$ cat config.mk
export PLATFORM = sky130hd
export DESIGN_NAME = ahb_bridge_arbiter
export DESIGN_NICKNAME = d
export VERILOG_FILES = /design/src/rtl/ahb_pkg.sv /design/src/rtl/rr_priority_pick.sv /design/src/rtl/ahb_bridge_arbiter.sv
export SDC_FILE = /design/constraint.sdc
export NUM_CORES = 1
export LEC_CHECK = 0
export BUFFER_PORTS_ARGS = -buffer_cell sky130_fd_sc_hd__buf_2
export CORE_ASPECT_RATIO = 2
export CORE_UTILIZATION = 25
export CTS_BUF_LIST = sky130_fd_sc_hd__clkbuf_4 sky130_fd_sc_hd__clkbuf_8
export CTS_CLUSTER_DIAMETER = 40
export DETAILED_ROUTE_END_ITERATION = 6
export SLEW_MARGIN = 20
export SYNTH_ARGS = -nofsm -noshare
export SYNTH_HDL_FRONTEND = slang
export SYNTH_HIERARCHICAL = 1
export SYNTH_SLANG_ARGS = --single-unit
$ cat constraint.sdc
create_clock -name hclk -period 3.6 [get_ports hclk]
set_input_delay 0.54 -clock hclk [delete_from_list [all_inputs] [get_ports hclk]]
set_output_delay 0.54 -clock hclk [all_outputs]
set_load 0.005 [all_outputs]
$ cat src/rtl/ahb_pkg.sv
// Shared AHB definitions: htrans encodings and bridge arbiter state encoding.
package ahb_pkg;

    localparam logic [1:0] HTRANS_IDLE   = 2'b00;
    localparam logic [1:0] HTRANS_BUSY   = 2'b01;
    localparam logic [1:0] HTRANS_NONSEQ = 2'b10;
    localparam logic [1:0] HTRANS_SEQ    = 2'b11;

    localparam int         CNT_W   = 8;
    localparam logic [7:0] CNT_SAT = 8'hFF;

    typedef enum logic [1:0] {
        ARB_PARK   = 2'd0,
        ARB_OWNED  = 2'd1,
        ARB_LOCKED = 2'd2
    } arb_state_e;

endpackage

$ cat src/rtl/rr_priority_pick.sv
// Round-robin pick: rotate requests so search starts at rr+1, isolate the
// lowest set bit, rotate the one-hot result back.
module rr_priority_pick #(
    parameter int N = 4,
    parameter int W = 2
) (
    input  logic [N-1:0] req,
    input  logic [W-1:0] rr,
    output logic [N-1:0] winner,
    output logic         valid
);

    logic [W-1:0]   start;
    logic [2*N-1:0] dbl_req;
    logic [2*N-1:0] dbl_win;
    logic [N-1:0]   rot_req;
    logic [N-1:0]   rot_win;

    // start may wrap to 0 when N is a power of two, which is still (rr+1) mod N
    assign start   = rr + W'(1);
    assign dbl_req = {req, req} >> start;
    assign rot_req = dbl_req[N-1:0];
    assign rot_win = rot_req & (~rot_req + 1'b1);
    assign dbl_win = {rot_win, rot_win} << start;
    assign winner  = dbl_win[2*N-1:N];
    assign valid   = |req;

endmodule

$ cat src/rtl/ahb_bridge_arbiter.sv
// Round-robin AHB arbiter for the AHB-to-APB bridge slave port, with locked
// sequences, burst protection and a bounded hold time for unlocked owners.
module ahb_bridge_arbiter
    import ahb_pkg::*;
#(
    parameter int NUM_MASTERS = 4,
    parameter int MW          = 2,
    parameter int HOLD_MAX    = 16
) (
    input  logic                     hclk,
    input  logic                     hreset,
    input  logic [NUM_MASTERS-1:0]   hbusreq,
    input  logic [NUM_MASTERS-1:0]   hlock,
    input  logic [2*NUM_MASTERS-1:0] htrans_m,
    input  logic                     hready,
    output logic [NUM_MASTERS-1:0]   hgrant,
    output logic [MW-1:0]            hmaster,
    output logic                     hmastlock
);

    localparam logic [CNT_W-1:0] HOLD_LIM = CNT_W'(HOLD_MAX);

    arb_state_e             state, state_nxt;
    logic [CNT_W-1:0]       cnt, cnt_nxt;
    logic [MW-1:0]          rr, rr_nxt;
    logic [MW-1:0]          owner, pick_idx;
    logic [NUM_MASTERS-1:0] grant_nxt, pick;
    logic                   pick_vld;
    logic [1:0]             cur_trans, hm_trans;
    logic                   owner_req, owner_lock, in_burst, rearb;

    rr_priority_pick #(.N(NUM_MASTERS), .W(MW)) u_pick (
        .req    (hbusreq),
        .rr     (rr),
        .winner (pick),
        .valid  (pick_vld)
    );

    always_comb begin
        owner    = '0;
        pick_idx = '0;
        for (int i = 0; i < NUM_MASTERS; i++) begin
            if (hgrant[i]) owner    = MW'(i);
            if (pick[i])   pick_idx = MW'(i);
        end
    end

    assign cur_trans  = htrans_m[2*owner +: 2];
    assign hm_trans   = htrans_m[2*hmaster +: 2];
    assign owner_req  = hbusreq[owner];
    assign owner_lock = hlock[owner];
    assign in_burst   = (cur_trans == HTRANS_SEQ) || (cur_trans == HTRANS_BUSY);

    // Hold limit only applies to unlocked owners; a locked owner leaves by dropping hlock.
    assign rearb = !in_burst &&
                   (!owner_req ||
                    ((state == ARB_LOCKED) ? !owner_lock : (cnt >= HOLD_LIM)));

    always_comb begin
        grant_nxt = hgrant;
        rr_nxt    = rr;
        state_nxt = state;
        cnt_nxt   = cnt;
        if (rearb) begin
            cnt_nxt = '0;
            if (pick_vld) begin
                grant_nxt = pick;
                rr_nxt    = pick_idx;
                state_nxt = ARB_OWNED;
            end else begin
                grant_nxt = NUM_MASTERS'(1);
                state_nxt = ARB_PARK;
            end
        end else begin
            if ((hm_trans == HTRANS_NONSEQ || hm_trans == HTRANS_SEQ) && cnt != CNT_SAT)
                cnt_nxt = cnt + 1'b1;
            if (owner_req)
                state_nxt = owner_lock ? ARB_LOCKED : ARB_OWNED;
        end
    end

    always_ff @(posedge hclk) begin
        if (hreset) begin
            hgrant    <= NUM_MASTERS'(1);
            hmaster   <= '0;
            hmastlock <= 1'b0;
            cnt       <= '0;
            rr        <= '0;
            state     <= ARB_PARK;
        end else if (hready) begin
            hgrant    <= grant_nxt;
            rr        <= rr_nxt;
            state     <= state_nxt;
            cnt       <= cnt_nxt;
            hmaster   <= owner;
            hmastlock <= owner_lock;
        end
    end

endmodule
==> impl_metrics.toml <==
[status]
status = "completed"

[yosys]
synth_flop_cell = "dfxtp_1"
synth_xor_area_share_pct = 1.44
syn_nets = 171
yosys_warnings = 6
synthSimpleGateAreaFrac_pct = 24.7
seq_area_frac_synth_pct = 31.2
muxShareOfSynthArea_pct = 5.13
synth_top_cell_area_share_pct = 31.2
syn_area_per_cell_um2 = 8.13
ys_seq_elements = 19
synth.most_common_cell = "dfxtp_1"
syn_inst = 150
netlist_area_um2 = 1220
yosysUniqueCellTypes = 44
async_reset_ff_share_pct = 0
synth_edf_count = 0
synth.largest_area_cell = "dfxtp_1"
synth_top_family_by_area = "compound AO/OA/AOI/OAI gates"
synthTopCellsByArea = "dfxtp_1 (31%), a21oi_1 (4.5%), nand2_1 (4.3%)"
synthAdderAreaFrac_pct = 2.05
synth_common_cells = "dfxtp_1 (19), nand2_1 (14), nor2_1 (13)"
synth-compound-area-share_pct = 28.5

[clock_network]
clock-root-buffer = "clkbuf_8"
htree_levels = 1
cts_buffer_depth = 2
clk_pin_slew_ns = 0.07
clk_latency_ns = 0.25
numCtsBuffers = 3
hold_buffers = 0
cts.repair.resized = 0
post-cts-setup-buffers = 0
cts_tree = "done"
cts.sinks = 19

[sta]
tightest_slew_ns = 0.783
fin_crit_sh_pct = 57.7
final.min_clock_period_ns = 2.08
max_slew_margin_pct = 47.6
rsz0062_at_grt = "false"
fmax_mhz = 481
final-hold-violation-count = 0
finalMaxSlewViolations = 0
finalSetupViolCount = 0
skew_ns = 0.00271
whs_ns = 0.467
timing.setup.tns_ns = 0

[finish]
postLayoutCoreUtil_pct = 30.5
diodes = 0
fin_nets = 194
n_fill_cell = 541
multiInputGateArea_um2 = 754
seq_area_um2 = 380
drive_above_1_share_pct = 24.4
area_growth_pct = 16.1

[critical_path]
crit_slowest_cell = "dfxtp_1"
end_kind = "register"
crit_path_start = "hgrant[3]"
crit_path_start_kind = "register"
worst-r2r-cell-count = 6
cpPeakStageDelay_ns = 0.56
cp-endpoint = "cnt[5]"
r2r_end = "cnt[5]"
required_ns = 3.79
r2r_slack_ns = 1.52
cp_cell_sequence = "nor2_2, a221oi_2, a21oi_2, o211ai_4, nand2b_2, a31oi_1"
r2r_start = "hgrant[3]"
cp_max_fo = 15
path_class = "register to register"
critical_path_arrival_ns = 2.26

[place]
portBuffers = 25
routabilityCongestion = 0.764
place_hpwl_mm = 2.43

[floorplan]
core_um2 = 4640
io_pins = 26
die_w_um = 51.4
rows = 35
start_util_pct = 26.3
die_area_um2 = 5180
die-height_um = 101

[global_route]
track_usage_pct = 12.8
grt_max_degree = 22
grt_pass1_vias = 1209
antenna_found_initial = 0
gr-total-overflow = 0
grt_pass1_wl_mm = 5.04

[power_and_ir_drop]
power_density_nw_per_um2 = 331
ir_drop_uv = 198
leakagePower_nw = 0.525
total_power_uw = 468

[route]
via_per_inst = 5.14
drt_iter0_drc = 26
drc = 0
routed_wl_mm = 2.99
ant_nets = 0
dr.pass1.iters = 4
wire_per_inst_um = 13.2
via_count = 1167

[hold_path]
min_path_type = "register to register"

[job]
max-cap-violations = 0
[registers in the layout, summed over array words and instances (netlist names)]
signal	cells
cnt	8
hgrant	4
hmaster	2
rr	2
state	2
hmastlock	1
[worst min path at each step]
stage	start	endpoint	slack [ns]	depth (start not counted)
global route	state[1]	state[1]	0.51	2
floorplan	state[1]	state[1]	0.43	2
CTS	state[1]	state[1]	0.47	2
detailed placement	state[1]	state[1]	0.45	2
global placement	state[1]	state[1]	0.44	2
finish	state[1]	state[1]	0.47	2
[metal layers]
layer | part of all wire [%] | routed length [um] | GRT usage [%]
met3 | 0.94 | 28 | 0.905
met5 | 0 | 0 | 0
met1 | 36 | 1070 | 10.7
met4 | 3.4 | 102 | 7.28
met2 | 60 | 1790 | 26.7
[worst max-delay path: cells and delay by family, from the launching register on]
family | cells | cell delay, ns
compound gates | 4 | 1.10
flops | 1 | 0.56
simple gates | 2 | 0.34
[power by group]
part | leakage [nW] | internal (mW) | switching [mW]
Clock | 0.0255 | 0.0769 | 0.0707
Combinational | 0.345 | 0.0385 | 0.0531
Sequential | 0.154 | 0.219 | 0.0101
Total | 0.525 | 0.335 | 0.134
[cell families (layout without fill, tap and decap cells)]
group                    after synthesis  count (layout)
multiplexers                           5               5
AO/OA/AOI/OAI                         45              45
flip-flops                            19              19
AND/OR/NAND/NOR                       59              59
XOR/XNOR                               2               2
buffers and inverters                 18              40
adder cells (fa/ha/maj)                2               2
[layout make-up]
class                   instances  area share [%]
multi-input cells             113            53.3
clock buffers                   3            2.92
repair buffers                 25            8.83
well taps                      55            4.86
flip-flops and latches         19            26.9
clock inverters                 1           0.353
inverters                      11            2.92
[layout by cell type, fill, tap and decap left out, types with 2 or more instances in the layout]
cell and n:
nor2_2 2, nand3_1 4, o31ai_1 2, nor3_1 8
o311a_1 2, a21oi_1 11, nand3b_1 4, o21ai_0 3
nor2b_1 4, nor3b_1 2, and2_1 2, clkbuf_8 3
o21ai_1 6, buf_2 25, o221a_2 2, dfxtp_1 19
nor2_1 13, ha_1 2, a221o_1 2, mux2i_1 4
nand4_1 2, nand2_1 14, inv_1 11, xnor2_1 2
o41ai_1 3, a211oi_1 2
[stage by stage]
| step | setup WS [ns] | std cells | area, um^2 |
|---|---|---|---|
| final | 1.52 | 227 | 1420 |
| after global routing | 1.32 | 227 | 1420 |
| after CTS | 1.50 | 227 | 1420 |
| after detailed placement | 1.51 | 223 | 1370 |
| after global placement | 1.55 | 223 | 1370 |
| after floorplan | 1.92 | 150 | 1220 |
Power figures use the tool's default switching activity.
